`config.mk`:
```
export PLATFORM = sky130hd
export DESIGN_NAME = pe_shift_acc
export DESIGN_NICKNAME = d
export VERILOG_FILES = /design/src/rtl/pe_shift_acc.sv
export SDC_FILE = /design/constraint.sdc
export NUM_CORES = 1
export LEC_CHECK = 0
export CORE_MARGIN = 1.5
export CORE_UTILIZATION = 30
export CTS_BUF_LIST = sky130_fd_sc_hd__clkbuf_8
export CTS_CLUSTER_DIAMETER = 60
export DETAILED_ROUTE_END_ITERATION = 12
export MAX_ROUTING_LAYER = met4
export PLACE_DENSITY = 0.52
export SYNTH_ARGS = -nofsm -noshare
export SYNTH_HDL_FRONTEND = slang
export SYNTH_SLANG_ARGS = --single-unit
```
`constraint.sdc`:
```
create_clock -name clk -period 3.9 [get_ports clk]
set_clock_uncertainty 0.1 [all_clocks]
set_input_delay 0.39 -clock clk [delete_from_list [all_inputs] [get_ports clk]]
set_output_delay 0.39 -clock clk [all_outputs]
set_load 0.005 [all_outputs]
```
`src/rtl/pe_shift_acc.sv`:
```
`timescale 1ns/1ps
`default_nettype none
// ============================================================================
//  Module   : pe_shift_acc
//  Purpose  : Multi-channel shift-accumulate stage that follows the bit-brick
//             PE array. Each accepted beat carries NCH partial sums, each with
//             its own shift select. Every sum is sign- or zero-extended,
//             shifted left by sel*SHIFT_STEP and added into one beat sum. Beat
//             sums are accumulated over a variable-length burst that ends on
//             in_last. The result is then held on a valid/ready output
//             together with the burst length and an overflow flag.
//
//  Ports    : clk          - clock, rising edge
//             reset        - asynchronous, active-high reset
//             in_valid     - input beat valid
//             in_ready     - block can accept a beat (low while a result is held)
//             in_last      - final beat of the burst
//             signed_mode  - 1 = sign-extend channels, 0 = zero-extend
//             psum_in      - NCH partial sums, channel i at [i*IN_W +: IN_W]
//             shift_sel    - NCH shift selects, channel i at [i*SEL_W +: SEL_W]
//             out_valid    - result valid
//             out_ready    - downstream accepts the result
//             acc_out      - low OUT_W bits of the accumulator
//             out_beats    - beats in the burst, saturating at 2^CNT_W-1
//             overflow     - result did not fit OUT_W (mode of the last beat)
//
//  Revision : 1.0 - initial release
// ============================================================================
module pe_shift_acc #(
    parameter int NCH        = 4,
    parameter int IN_W       = 8,
    parameter int SEL_W      = 3,
    parameter int SHIFT_STEP = 2,
    parameter int OUT_W      = 20,
    parameter int GUARD      = 4,
    parameter int CNT_W      = 8
) (
    input  logic                   clk,
    input  logic                   reset,
    input  logic                   in_valid,
    output logic                   in_ready,
    input  logic                   in_last,
    input  logic                   signed_mode,
    input  logic [NCH*IN_W-1:0]    psum_in,
    input  logic [NCH*SEL_W-1:0]   shift_sel,
    output logic                   out_valid,
    input  logic                   out_ready,
    output logic [OUT_W-1:0]       acc_out,
    output logic [CNT_W-1:0]       out_beats,
    output logic                   overflow
);

    // ------------------------------------------------------------------------
    // Derived constants
    // ------------------------------------------------------------------------
    localparam int c_ACC_W    = OUT_W + GUARD;
    // Largest shift any channel can request; the shift-amount bus is sized
    // so that the product sel*SHIFT_STEP never truncates.
    localparam int c_MAX_SH   = ((2 ** SEL_W) - 1) * SHIFT_STEP;
    localparam int c_SHAMT_W  = (c_MAX_SH > 0) ? $clog2(c_MAX_SH + 1) : 1;

    localparam logic [1:0] c_IDLE = 2'd0;
    localparam logic [1:0] c_ACC  = 2'd1;
    localparam logic [1:0] c_HOLD = 2'd2;

    // ------------------------------------------------------------------------
    // State
    // ------------------------------------------------------------------------
    logic [1:0]          r_state;
    logic [c_ACC_W-1:0]  r_acc;
    logic [CNT_W-1:0]    r_cnt;
    logic [OUT_W-1:0]    r_acc_out;
    logic [CNT_W-1:0]    r_beats_out;
    logic                r_ovf;

    // ------------------------------------------------------------------------
    // Per-channel extend and shift
    // ------------------------------------------------------------------------
    logic [c_ACC_W-1:0]  w_term [NCH];

    for (genvar gi = 0; gi < NCH; gi++) begin : g_ch
        logic [IN_W-1:0]      w_psum;
        logic [SEL_W-1:0]     w_sel;
        logic [c_SHAMT_W-1:0] w_shamt;
        logic [c_ACC_W-1:0]   w_ext;

        assign w_psum  = psum_in[gi*IN_W +: IN_W];
        assign w_sel   = shift_sel[gi*SEL_W +: SEL_W];
        assign w_shamt = c_SHAMT_W'(w_sel) * c_SHAMT_W'(SHIFT_STEP);

        // Extension happens at full accumulator width before the shift, so
        // negative channels keep their sign across the whole shifted term.
        assign w_ext = signed_mode
                     ? {{(c_ACC_W-IN_W){w_psum[IN_W-1]}}, w_psum}
                     : {{(c_ACC_W-IN_W){1'b0}},           w_psum};

        // Bits pushed beyond the accumulator width are simply dropped.
        assign w_term[gi] = w_ext << w_shamt;
    end : g_ch

    // ------------------------------------------------------------------------
    // Beat sum (modulo 2^c_ACC_W)
    // ------------------------------------------------------------------------
    logic [c_ACC_W-1:0] w_beat_sum;

    always_comb begin
        w_beat_sum = '0;
        for (int i = 0; i < NCH; i++) begin
            w_beat_sum = w_beat_sum + w_term[i];
        end
    end

    // ------------------------------------------------------------------------
    // Next accumulator / counter values for an accepted beat
    // ------------------------------------------------------------------------
    logic               w_accept;
    logic               w_first;
    logic [c_ACC_W-1:0] w_acc_base;
    logic [c_ACC_W-1:0] w_acc_next;
    logic [CNT_W-1:0]   w_cnt_next;

    assign in_ready  = (r_state != c_HOLD);
    assign out_valid = (r_state == c_HOLD);
    assign w_accept  = in_valid & in_ready;

    // A beat taken in IDLE starts a fresh burst regardless of what is left
    // in the accumulator register.
    assign w_first    = (r_state == c_IDLE);
    assign w_acc_base = w_first ? '0 : r_acc;
    assign w_acc_next = w_acc_base + w_beat_sum;

    always_comb begin
        w_cnt_next = r_cnt;
        if (w_first) begin
            w_cnt_next = CNT_W'(1);
        end else if (!(&r_cnt)) begin
            w_cnt_next = r_cnt + CNT_W'(1);
        end
    end

    // ------------------------------------------------------------------------
    // Overflow detection on the value about to be presented
    // ------------------------------------------------------------------------
    // Signed: everything from bit OUT_W-1 upward must be a copy of the sign
    // bit for the value to fit. Unsigned: nothing may be set at or above
    // OUT_W. Wrap inside the accumulator itself is not visible here.
    logic [c_ACC_W-OUT_W:0]   w_upper_s;
    logic [c_ACC_W-OUT_W-1:0] w_upper_u;
    logic                     w_ovf_s;
    logic                     w_ovf_u;
    logic                     w_ovf;

    assign w_upper_s = w_acc_next[c_ACC_W-1:OUT_W-1];
    assign w_upper_u = w_acc_next[c_ACC_W-1:OUT_W];
    assign w_ovf_s   = ~((&w_upper_s) | ~(|w_upper_s));
    assign w_ovf_u   = |w_upper_u;
    assign w_ovf     = signed_mode ? w_ovf_s : w_ovf_u;

    // ------------------------------------------------------------------------
    // Control FSM and result registers
    // ------------------------------------------------------------------------
    always_ff @(posedge clk or posedge reset) begin
        if (reset) begin
            r_state     <= c_IDLE;
            r_acc       <= '0;
            r_cnt       <= '0;
            r_acc_out   <= '0;
            r_beats_out <= '0;
            r_ovf       <= 1'b0;
        end else begin
            case (r_state)
                c_IDLE, c_ACC: begin
                    if (w_accept) begin
                        r_acc <= w_acc_next;
                        r_cnt <= w_cnt_next;
                        if (in_last) begin
                            // Result registers are loaded only here, so they
                            // stay frozen for the whole hold period.
                            r_state     <= c_HOLD;
                            r_acc_out   <= w_acc_next[OUT_W-1:0];
                            r_beats_out <= w_cnt_next;
                            r_ovf       <= w_ovf;
                        end else begin
                            r_state <= c_ACC;
                        end
                    end
                end
                c_HOLD: begin
                    if (out_ready) begin
                        r_state <= c_IDLE;
                        r_acc   <= '0;
                        r_cnt   <= '0;
                    end
                end
                default: begin
                    r_state <= c_IDLE;
                    r_acc   <= '0;
                    r_cnt   <= '0;
                end
            endcase
        end
    end

    assign acc_out   = r_acc_out;
    assign out_beats = r_beats_out;
    assign overflow  = r_ovf;

endmodule : pe_shift_acc
`default_nettype wire

```
==> results of run 1 <==
-- registers in the layout (all words and copies together), names as in the netlist --
register	cells
acc_out	20
out_beats	8
overflow	1
r_acc	24
r_cnt	8
r_state	2
-- logic make-up (layout without fill, tap and decap cells) --
family	after synthesis	count (layout)	share of synthesized area (%)
AO/OA/AOI/OAI	220	220	19.85
buffers and inverters	150	461	7.764
XOR/XNOR	26	26	3.133
flip-flops	63	63	21.69
adder cells (fa/ha/maj)	93	93	23.03
multiplexers	51	51	7.420
AND/OR/NAND/NOR	268	268	17.11
-- cell type report --
cell class | instances | share of cell area [%]
Inverter | 107 | 3.317
Clock buffer | 13 | 1.478
Tap cell | 319 | 3.296
Clock inverter | 3 | 0.5270
Multi-Input combinational cell | 658 | 53.91
Timing Repair Buffer | 338 | 24.45
Sequential cell | 63 | 13.02
-- critical path, cell delays in order --
cell and delay, ps:
buf_12 110, buf_6 110, mux2i_4 180, o22ai_2 230, nor2b_4 200, fa_1 450, fa_1 600, inv_2 50
fa_1 510, inv_2 60, ha_4 240, o21a_1 170, o31a_1 120, o31a_1 370, o21ai_4 240, a2111oi_4 100
or4_4 460, a2111oi_4 370, a211oi_2 50
-- routing by layer --
layer	wire length (µm)	up-vias	share of wire (%)
li1	-	3570	-
met1	12360	3532	47
met2	12370	164	47
met3	858	30	3.3
met4	516	0	2.0
met5	0	-	0
-- final timing paths --
path                          endpoint         start  slack, ps  cells after the start
hold / removal                r_acc[0]      r_acc[0]        360                      2
setup / recovery              overflow  shift_sel[4]       -990                     19
min in group asynchronous   acc_out[1]         reset        430                      2
max in group asynchronous  acc_out[17]         reset       2570                      3
hold reg to reg               r_acc[0]      r_acc[0]        360                      2
setup reg to reg              overflow    r_state[0]       -110                     14
-- layout by cell type, fill, tap and decap left out, types with 8 or more instances in the layout --
| master | Yosys | routed |
|---|---|---|
| nor2_1 | 54 | 42 |
| o21ai_0 | 69 | 41 |
| clkbuf_2 | 0 | 9 |
| nor3_4 | 0 | 10 |
| o21ai_1 | 3 | 13 |
| mux2_2 | 23 | 8 |
| nor3_1 | 20 | 8 |
| dfrtp_1 | 63 | 63 |
| buf_6 | 0 | 55 |
| mux2_4 | 0 | 15 |
| clkbuf_8 | 0 | 13 |
| mux2i_1 | 28 | 18 |
| clkdlybuf4s50_1 | 0 | 45 |
| fa_2 | 0 | 8 |
| a21o_1 | 10 | 10 |
| a21oi_2 | 0 | 14 |
| and2_1 | 11 | 9 |
| nand3_1 | 15 | 12 |
| o21ai_2 | 1 | 13 |
| inv_2 | 0 | 15 |
| inv_1 | 107 | 93 |
| buf_4 | 0 | 198 |
| ha_1 | 25 | 8 |
| nor2b_1 | 19 | 9 |
| fa_1 | 68 | 60 |
| nor2b_4 | 0 | 8 |
| ha_4 | 0 | 16 |
| a211oi_2 | 1 | 8 |
| a22o_1 | 16 | 16 |
| a21oi_1 | 46 | 28 |
| mux2i_4 | 0 | 10 |
| nand2_1 | 112 | 103 |
-- power groups by stage --
stage                     clock (µW)  sequential, µW  combinational, µW
final                            676            1060               7290
after global routing             720            1090               7900
after CTS                        696            1060               6520
after global placement             0            1060               5220
after floorplan                    0            1020               2990
after detailed placement           0            1060               5210
-- what timing repair did --
item / 4_1_cts / 5_1_grt
cloned: 5 / 0
buffers inserted: 42 / 21
gates resized for setup: 318 / 106
setup endpoints to repair: 39 / 35
pin swaps: 107 / 91
-- stage by stage --
step / hold WS (ps) / setup TNS (ps) / setup slack (ps) / std cells / total power [µW]
final: 360.3 / -18460 / -985.3 / 1501 / 9027
after global routing: 405.2 / -22380 / -1142 / 1501 / 9709
after CTS: 365.7 / -16070 / -923.7 / 1487 / 8273
after detailed placement: 350.7 / -48990 / -1862 / 1433 / 6272
after global placement: 343.3 / -49530 / -1852 / 1433 / 6285
after floorplan: 330.4 / -10760 / -895.4 / 871 / 4007
==> results.json, run 1 <==
{
  "vias": 7296,
  "fin_crit_sh_pct": 125.3,
  "drv_slew": 0,
  "synth_top_area_share_pct": 21.69,
  "switching_share_pct": 43.58,
  "wirelength_um": 26110,
  "syn_avg_cell_area_um2": 8.345,
  "place_congestion": 0.9125,
  "fillers": 2202,
  "wl_per_cell_um": 17.39,
  "crit_type": "input pin to flop",
  "initial_core_util_pct": 30.78,
  "worstMarginPinSlew_ps": 995.5,
  "coreArea_um2": 23610,
  "root_buffer": "clkbuf_8",
  "yosysMostFrequentCell": "nand2_1",
  "period_needed_ps": 4885,
  "async_flop_share_pct": 100.0,
  "grt_use_total_pct": 22.28,
  "grt_pass1_vias": 7646,
  "syn-num-nets": 1014,
  "setup_ws_ps": -985.3,
  "dpl_cell_area_um2": 10160,
  "hpwl_um": 19790,
  "clock_path_buffers": 2,
  "antennaDiodeCount": 0,
  "p_switching_uw": 3934,
  "seq_area_um2": 1577,
  "layout.nets": 1320,
  "drc": 0,
  "cts_tree": "yes",
  "netlist_top_cells_area": "dfrtp_1 22%, fa_1 19%, nand2_1 5.8%",
  "drv_cap": 0,
  "ctsHoldBuffers": 0,
  "p_comb_share_pct": 80.8,
  "die_height_um": 158.7,
  "synthToLayoutAreaGrowth_pct": 66.59,
  "synth_area_um2": 7268,
  "synth_common_cells": "112 x nand2_1, 107 x inv_1, 69 x o21ai_0",
  "grt_util_met1_pct": 30.12,
  "setup_violations": 31,
  "timing.fmax_mhz": 204.7,
  "grt_pass1_wl_um": 41860,
  "design_area_um2": 12110,
  "die_w_um": 158.7,
  "ys_seq_elements": 63,
  "violations": "setup timing",
  "portBuffers": 80,
  "ys.flop_type": "dfrtp_1",
  "fp.dieArea_um2": 25170,
  "viasPerCell": 4.861,
  "use_met2_pct": 36.12,
  "boundaryPins": 81,
  "power_density_nw_per_um2": 745.5,
  "grt.overflow.total": 0,
  "drive_gt1_share_pct": 44.08,
  "vdd_drop_max_mv": 0.3893,
  "netlist_instances": 871,
  "cts_buffers": 9,
  "multi_input_area_um2": 6528,
  "synth_edf_count": 0,
  "first_pass_iters": 4,
  "min_path_type": "flop to flop",
  "status": "finished with violations",
  "final_util_pct": 51.28,
  "max_slew_margin_pct": 33.64,
  "grt_util_met3_pct": 1.769,
  "rows": 56,
  "p_clk_share_pct": 7.5,
  "cp-end-kind": "flop",
  "dr.first_iter.drc_count": 301,
  "grt_max_degree": 41,
  "htree_num_levels": 3,
  "ys_warn_count": 0,
  "sequentialPowerShare_pct": 11.7,
  "hold_viol_final": 0,
  "rsz0062_at_grt": "true",
  "start_kind": "input pin",
  "required_ps": 4030,
  "cts_sinks": 63,
  "intPower_uw": 5093,
  "leakagePower_uw": 0.005525,
  "yosysSeqAreaShare_pct": 21.69,
  "ant_nets": 0,
  "crit_path_max_fanout": 5,
  "worstSkewPairLatency_ps": 340,
  "grt.busiest_layer": "met2",
  "crit_arrival_ps": 5010,
  "antenna_found_initial": 0,
  "post-synth-top-area-cell": "dfrtp_1",
  "yosys.cell_types.count": 60,
  "clk_pin_slew_ps": 70
}
No activity file was read; power rests on OpenSTA's default activity.
==> run 2, diff against run 1 <==
SKIP_LAST_GASP = 1   (was default)
==> run 2 against run 1 <==
The flow still finishes with violations (setup timing); non-clock buffer count is 3 lower; register-to-register slack hardly changed; sequential share of layout area is 0.22 points higher; total power is 2.9% lower; highest routed layer unchanged; via count hardly changed; die area stayed put; global-route usage is 0.052 points higher; combinational power is 3.6% lower; worst setup slack better by 57 ps.
==> results.json, run 2 (synthesis gave the netlist of run 1 again) <==
{
  "reg2reg_depth": 15,
  "status": "finished with violations",
  "cts_tree": "yes",
  "fillers": 2222,
  "crit_path_max_fanout": 5,
  "slowest_stage": "fa_1",
  "die_w_um": 158.7,
  "vias": 7302,
  "power_density_nw_per_um2": 736.0,
  "p_total_uw": 8762,
  "viasPerCell": 4.874,
  "cp-end-kind": "flop",
  "drive_gt1_share_pct": 42.58,
  "htree_num_levels": 3,
  "period_needed_ps": 4828,
  "cts_sinks": 63,
  "wl_per_cell_um": 17.14,
  "boundaryPins": 81,
  "grt_use_total_pct": 22.33,
  "start_kind": "input pin",
  "initial_core_util_pct": 30.78,
  "first_pass_iters": 6,
  "top_register": "r_acc",
  "fin_crit_sh_pct": 123.8,
  "setup_violations": 33,
  "final_cell_mix": "210 x buf_4, 103 x nand2_1, 94 x inv_1",
  "grt_pass1_wl_um": 41940,
  "cp_cell_sequence": "buf_4, buf_4, mux2i_4, nor3_4, fa_2, fa_1, inv_2, fa_1, inv_2, ha_4, nor2b_4, o31a_1, o31a_1, o21ai_4, a2111oi_4, or4_4, a2111oi_4, a211oi_2",
  "hold_depth": 2,
  "root_buffer": "clkbuf_8",
  "hold_start": "r_acc[0]",
  "clk_pin_slew_ps": 70,
  "drv_slew": 0,
  "fp.dieArea_um2": 25170,
  "routed-wl-met2_um": 11980,
  "violations": "setup timing",
  "cts_buffers": 9,
  "final_common_cell": "buf_4",
  "die_height_um": 158.7,
  "max_stage_delay_ps": 580,
  "top_layer": "met4",
  "ant_nets": 0,
  "worstMarginPinSlew_ps": 929.1,
  "worstSkewPairLatency_ps": 350,
  "antenna_found_initial": 0,
  "largest_reg_flops": 24,
  "min_path_type": "flop to flop",
  "rsz0062_at_grt": "true",
  "crit_type": "input pin to flop",
  "synthToLayoutAreaGrowth_pct": 63.80,
  "wl_met1_um": 12180,
  "vdd_drop_max_mv": 0.4355,
  "coreArea_um2": 23610,
  "rows": 56,
  "layout.nets": 1317,
  "clock_path_buffers": 2,
  "r2r_start": "r_state[0]",
  "antennaDiodeCount": 0,
  "dr.first_iter.drc_count": 344,
  "max_slew_margin_pct": 38.06,
  "rrSetupSlack_ps": -100,
  "drv_cap": 0,
  "place_ws_ps": -1862,
  "r2r-end": "overflow",
  "grt_pass1_vias": 7635,
  "setup_ws_ps": -928.4,
  "drc": 0,
  "leakagePower_uw": 0.005452,
  "timing.fmax_mhz": 207.1,
  "place_congestion": 0.9125,
  "grt_max_degree": 41,
  "ctsHoldBuffers": 0,
  "crit_arrival_ps": 4960,
  "min_to": "r_acc[0]",
  "required_ps": 4030,
  "hold_viol_final": 0,
  "dr_wl_met3_um": 920,
  "hpwl_um": 19790,
  "portBuffers": 80,
  "wirelength_um": 25680,
  "grt.overflow.total": 0
}
==> run 2: power breakdown <==
part | internal [µW] | switching [µW]
Combinational | 3630 | 3400
Clock | 428 | 249
Sequential | 893 | 165
Total | 4950 | 3810
==> run 2: through the flow <==
stage	util, %	area [µm²]	cells	hold WS, ps	TNS, ps
4_1_cts	49.13	11600	1487	365.7	-16260
3_5_place_dp	43.03	10160	1433	350.7	-48990
3_3_place_gp	43.03	10160	1433	343.3	-49530
2_1_floorplan	-	7765	871	330.4	-10760
5_1_grt	50.42	11910	1498	410.9	-23430
6_report	50.42	11910	1498	363.0	-18410
==> run 2: worst max path at each step <==
stage | start | to | depth (start not counted)
final | shift_sel[6] | overflow | 18
after global routing | shift_sel[4] | overflow | 21
after CTS | psum_in[11] | overflow | 18
after detailed placement | shift_sel[4] | overflow | 21
after global placement | shift_sel[7] | overflow | 18
after floorplan | shift_sel[9] | overflow | 19
==> run 2: metal layers <==
layer	up-vias	global-route usage [%]
li1	3569	-
met1	3531	30.16
met2	164	36.24
met3	38	1.769
met4	0	5.785
met5	-	-
==> run 2: final cells by class <==
class / instances / area, µm² / share of cell area (%)
clock buffers: 13 / 178.9 / 1.503
repair buffers: 335 / 2888 / 24.26
well taps: 319 / 399.1 / 3.353
multi-input cells: 658 / 6397 / 53.74
inverters: 107 / 401.6 / 3.374
clock inverters: 3 / 63.81 / 0.5360
flip-flops and latches: 63 / 1577 / 13.24
==> run 2: worst max-delay path, delay by kind of cell <==
| kind | cells | cell delay [ps] |
|---|---|---|
| adder cells (fa/ha/maj) | 4 | 1850 |
| AO/OA/AOI/OAI | 6 | 1380 |
| AND/OR/NAND/NOR | 3 | 740 |
| buffers and inverters | 4 | 390 |
| multiplexers | 1 | 190 |
==> run 2: what timing repair did <==
action / 4_1_cts / 5_1_grt
resized for setup: 311 / 60
pin swaps: 104 / 46
gates cloned: 5 / 0
endpoints found under the setup margin: 39 / 35
setup buffers: 42 / 15
==> run 3, diff against run 2 <==
--- a/config.mk
+++ b/config.mk
@@ -6,4 +6,6 @@
 export NUM_CORES = 1
 export LEC_CHECK = 0
+export CELL_PAD_IN_SITES_DETAIL_PLACEMENT = 1
+export CELL_PAD_IN_SITES_GLOBAL_PLACEMENT = 1
 export CORE_MARGIN = 1.5
 export CORE_UTILIZATION = 30
@@ -12,5 +14,5 @@
 export DETAILED_ROUTE_END_ITERATION = 12
 export MAX_ROUTING_LAYER = met4
-export PLACE_DENSITY = 0.52
+export PLACE_DENSITY = 0.64
 export SKIP_LAST_GASP = 1
 export SYNTH_ARGS = -nofsm -noshare
==> constraint.sdc (replaced) <==
create_clock -name clk -period 3.9 [get_ports clk]
set_clock_uncertainty 0.1 [all_clocks]
set_input_delay 0.39 -clock clk [delete_from_list [all_inputs] [get_ports clk]]
set_output_delay 0.39 -clock clk [all_outputs]
set_load 0.05 [all_outputs]
==> run 3 against run 2 <==
The run still ends with setup timing left; clock power fell by 18%; count of clock-buffer cells in the layout decreased by 4; first-iteration DRC count fell by 7.6%; non-clock buffer count down 2; cell count is 0.13% lower; wire length increased by 20%; worst hold slack got worse by 4.0 ps; utilization increased by 1.1 points; worst setup slack got worse by 240 ps; combinational power increased by 14%; sequential cell count stayed put; design area increased by 2.1%; critical path type unchanged; largest cell class unchanged.
==> results.json, run 3 (synthesis gave the netlist of run 1 again) <==
{
  "status": "finished with violations",
  "violations": "setup timing",
  "leakagePower_uw": 0.005549,
  "power_density_nw_per_um2": 793.2,
  "clk_pin_slew_ps": 70,
  "placedCellCount": 1415,
  "min_path_type": "flop to flop",
  "cts_tree": "yes",
  "die_height_um": 158.7,
  "clock_path_buffers": 2,
  "grt_pass1_wl_um": 46660,
  "cts_buffers": 9,
  "fin_crit_sh_pct": 130.0,
  "final_cells": 1496,
  "drv_slew": 0,
  "dpl_cell_area_um2": 10090,
  "root_buffer": "clkbuf_8",
  "drv_cap": 0,
  "drive_gt1_share_pct": 42.99,
  "cp-end-kind": "flop",
  "crit_type": "input pin to flop",
  "boundaryPins": 81,
  "layout.nets": 1315,
  "worstMarginPinSlew_ps": 1026,
  "antenna_found_initial": 0,
  "grt_use_total_pct": 25.27,
  "fp.dieArea_um2": 25170,
  "ant_nets": 0,
  "cp_cell_sequence": "dlygate4sd2_1, buf_4, mux2_4, a31oi_4, fa_2, fa_1, fa_1, inv_1, ha_4, a211o_1, a221oi_4, buf_4, buf_4, a2111oi_4, or4_4, a2111oi_4, a211oi_2",
  "hold_viol_final": 0,
  "largest_reg_flops": 24,
  "first_pass_iters": 4,
  "grt_max_degree": 50,
  "setup_ws_ps": -1169,
  "max_stage_delay_ps": 540,
  "crit_arrival_ps": 5190,
  "vias": 7598,
  "setup_violations": 35,
  "drc": 0,
  "htree_num_levels": 3,
  "synthToLayoutAreaGrowth_pct": 67.27,
  "fillers": 2672,
  "max_slew_margin_pct": 31.53,
  "portBuffers": 80,
  "slowest_stage": "fa_1",
  "p_total_uw": 9644,
  "grt.overflow.total": 0,
  "wirelength_um": 30820,
  "rows": 56,
  "ctsHoldBuffers": 0,
  "initial_core_util_pct": 30.78,
  "final_common_cell": "buf_4",
  "antennaDiodeCount": 0,
  "place_congestion": 0.9139,
  "final_cell_mix": "197 x buf_4, 105 x nand2_1, 89 x inv_1",
  "viasPerCell": 5.079,
  "required_ps": 4020,
  "die_w_um": 158.7,
  "hpwl_um": 21390,
  "vdd_drop_max_mv": 0.4649,
  "tns_ps": -21510,
  "cpMostUsedCell": "buf_4",
  "dr.first_iter.drc_count": 318,
  "design_area_um2": 12160,
  "cts_sinks": 63,
  "wl_per_cell_um": 20.60,
  "seq_area_um2": 1577,
  "period_needed_ps": 5069,
  "top_register": "r_acc",
  "grt_pass1_vias": 8317,
  "start_kind": "input pin",
  "rsz0062_at_grt": "true",
  "multi_input_area_um2": 6553,
  "timing.fmax_mhz": 197.3,
  "worstSkewPairLatency_ps": 340,
  "crit_path_max_fanout": 3,
  "coreArea_um2": 23610
}
-- run 3: metrics by stage --
stage	util, %	hold slack, ps	setup slack [ps]
after floorplan	-	330.4	-895.4
after global placement	42.72	341.8	-1942
after detailed placement	42.72	347.4	-1991
after CTS	49.26	362.9	-1104
after global routing	51.49	382.5	-1304
final	51.49	359.1	-1169
-- run 3: layout make-up --
| type | instances | area share (%) |
|---|---|---|
| clock inverters | 7 | 0.5351 |
| multi-input cells | 658 | 53.90 |
| well taps | 319 | 3.283 |
| inverters | 107 | 3.303 |
| clock buffers | 9 | 1.019 |
| repair buffers | 333 | 25.00 |
| flip-flops and latches | 63 | 12.97 |
-- run 3: power by group --
| part | internal [µW] | switching, µW |
|---|---|---|
| clock | 290 | 266 |
| combinational | 3790 | 4240 |
| sequential | 892 | 167 |
-- run 3: final timing paths --
| kind | start | to | slack, ps | cells after the start |
|---|---|---|---|---|
| max in group asynchronous | reset | r_acc[4] | 2380 | 3 |
| setup / recovery | psum_in[14] | overflow | -1170 | 17 |
| hold reg to reg | r_acc[1] | r_acc[1] | 360 | 2 |
| hold / removal | r_acc[1] | r_acc[1] | 360 | 2 |
| setup reg to reg | r_state[0] | overflow | -90 | 14 |
| min in group asynchronous | reset | acc_out[10] | 510 | 2 |
-- run 3: worst max-delay path, delay by kind of cell --
kind,cells,cell delay [ps]
compound gates,6,1450
fa+ha+maj,4,1800
mux,1,300
buf+inv,5,790
simple gates,1,470
-- run 3: timing repair --
item / CTS / global route
gates resized for setup: 280 / 118
endpoints found under the setup margin: 41 / 35
pin swaps: 87 / 93
setup buffers: 59 / 34
cloned: 7 / 0
-- run 3: layer usage --
| metal | routed length (µm) | up-vias | global-route usage [%] |
|---|---|---|---|
| li1 | - | 3560 | - |
| met1 | 13780 | 3829 | 31.82 |
| met2 | 15280 | 156 | 43.52 |
| met3 | 790 | 53 | 1.878 |
| met4 | 962 | 0 | 7.388 |
| met5 | 0 | - | - |
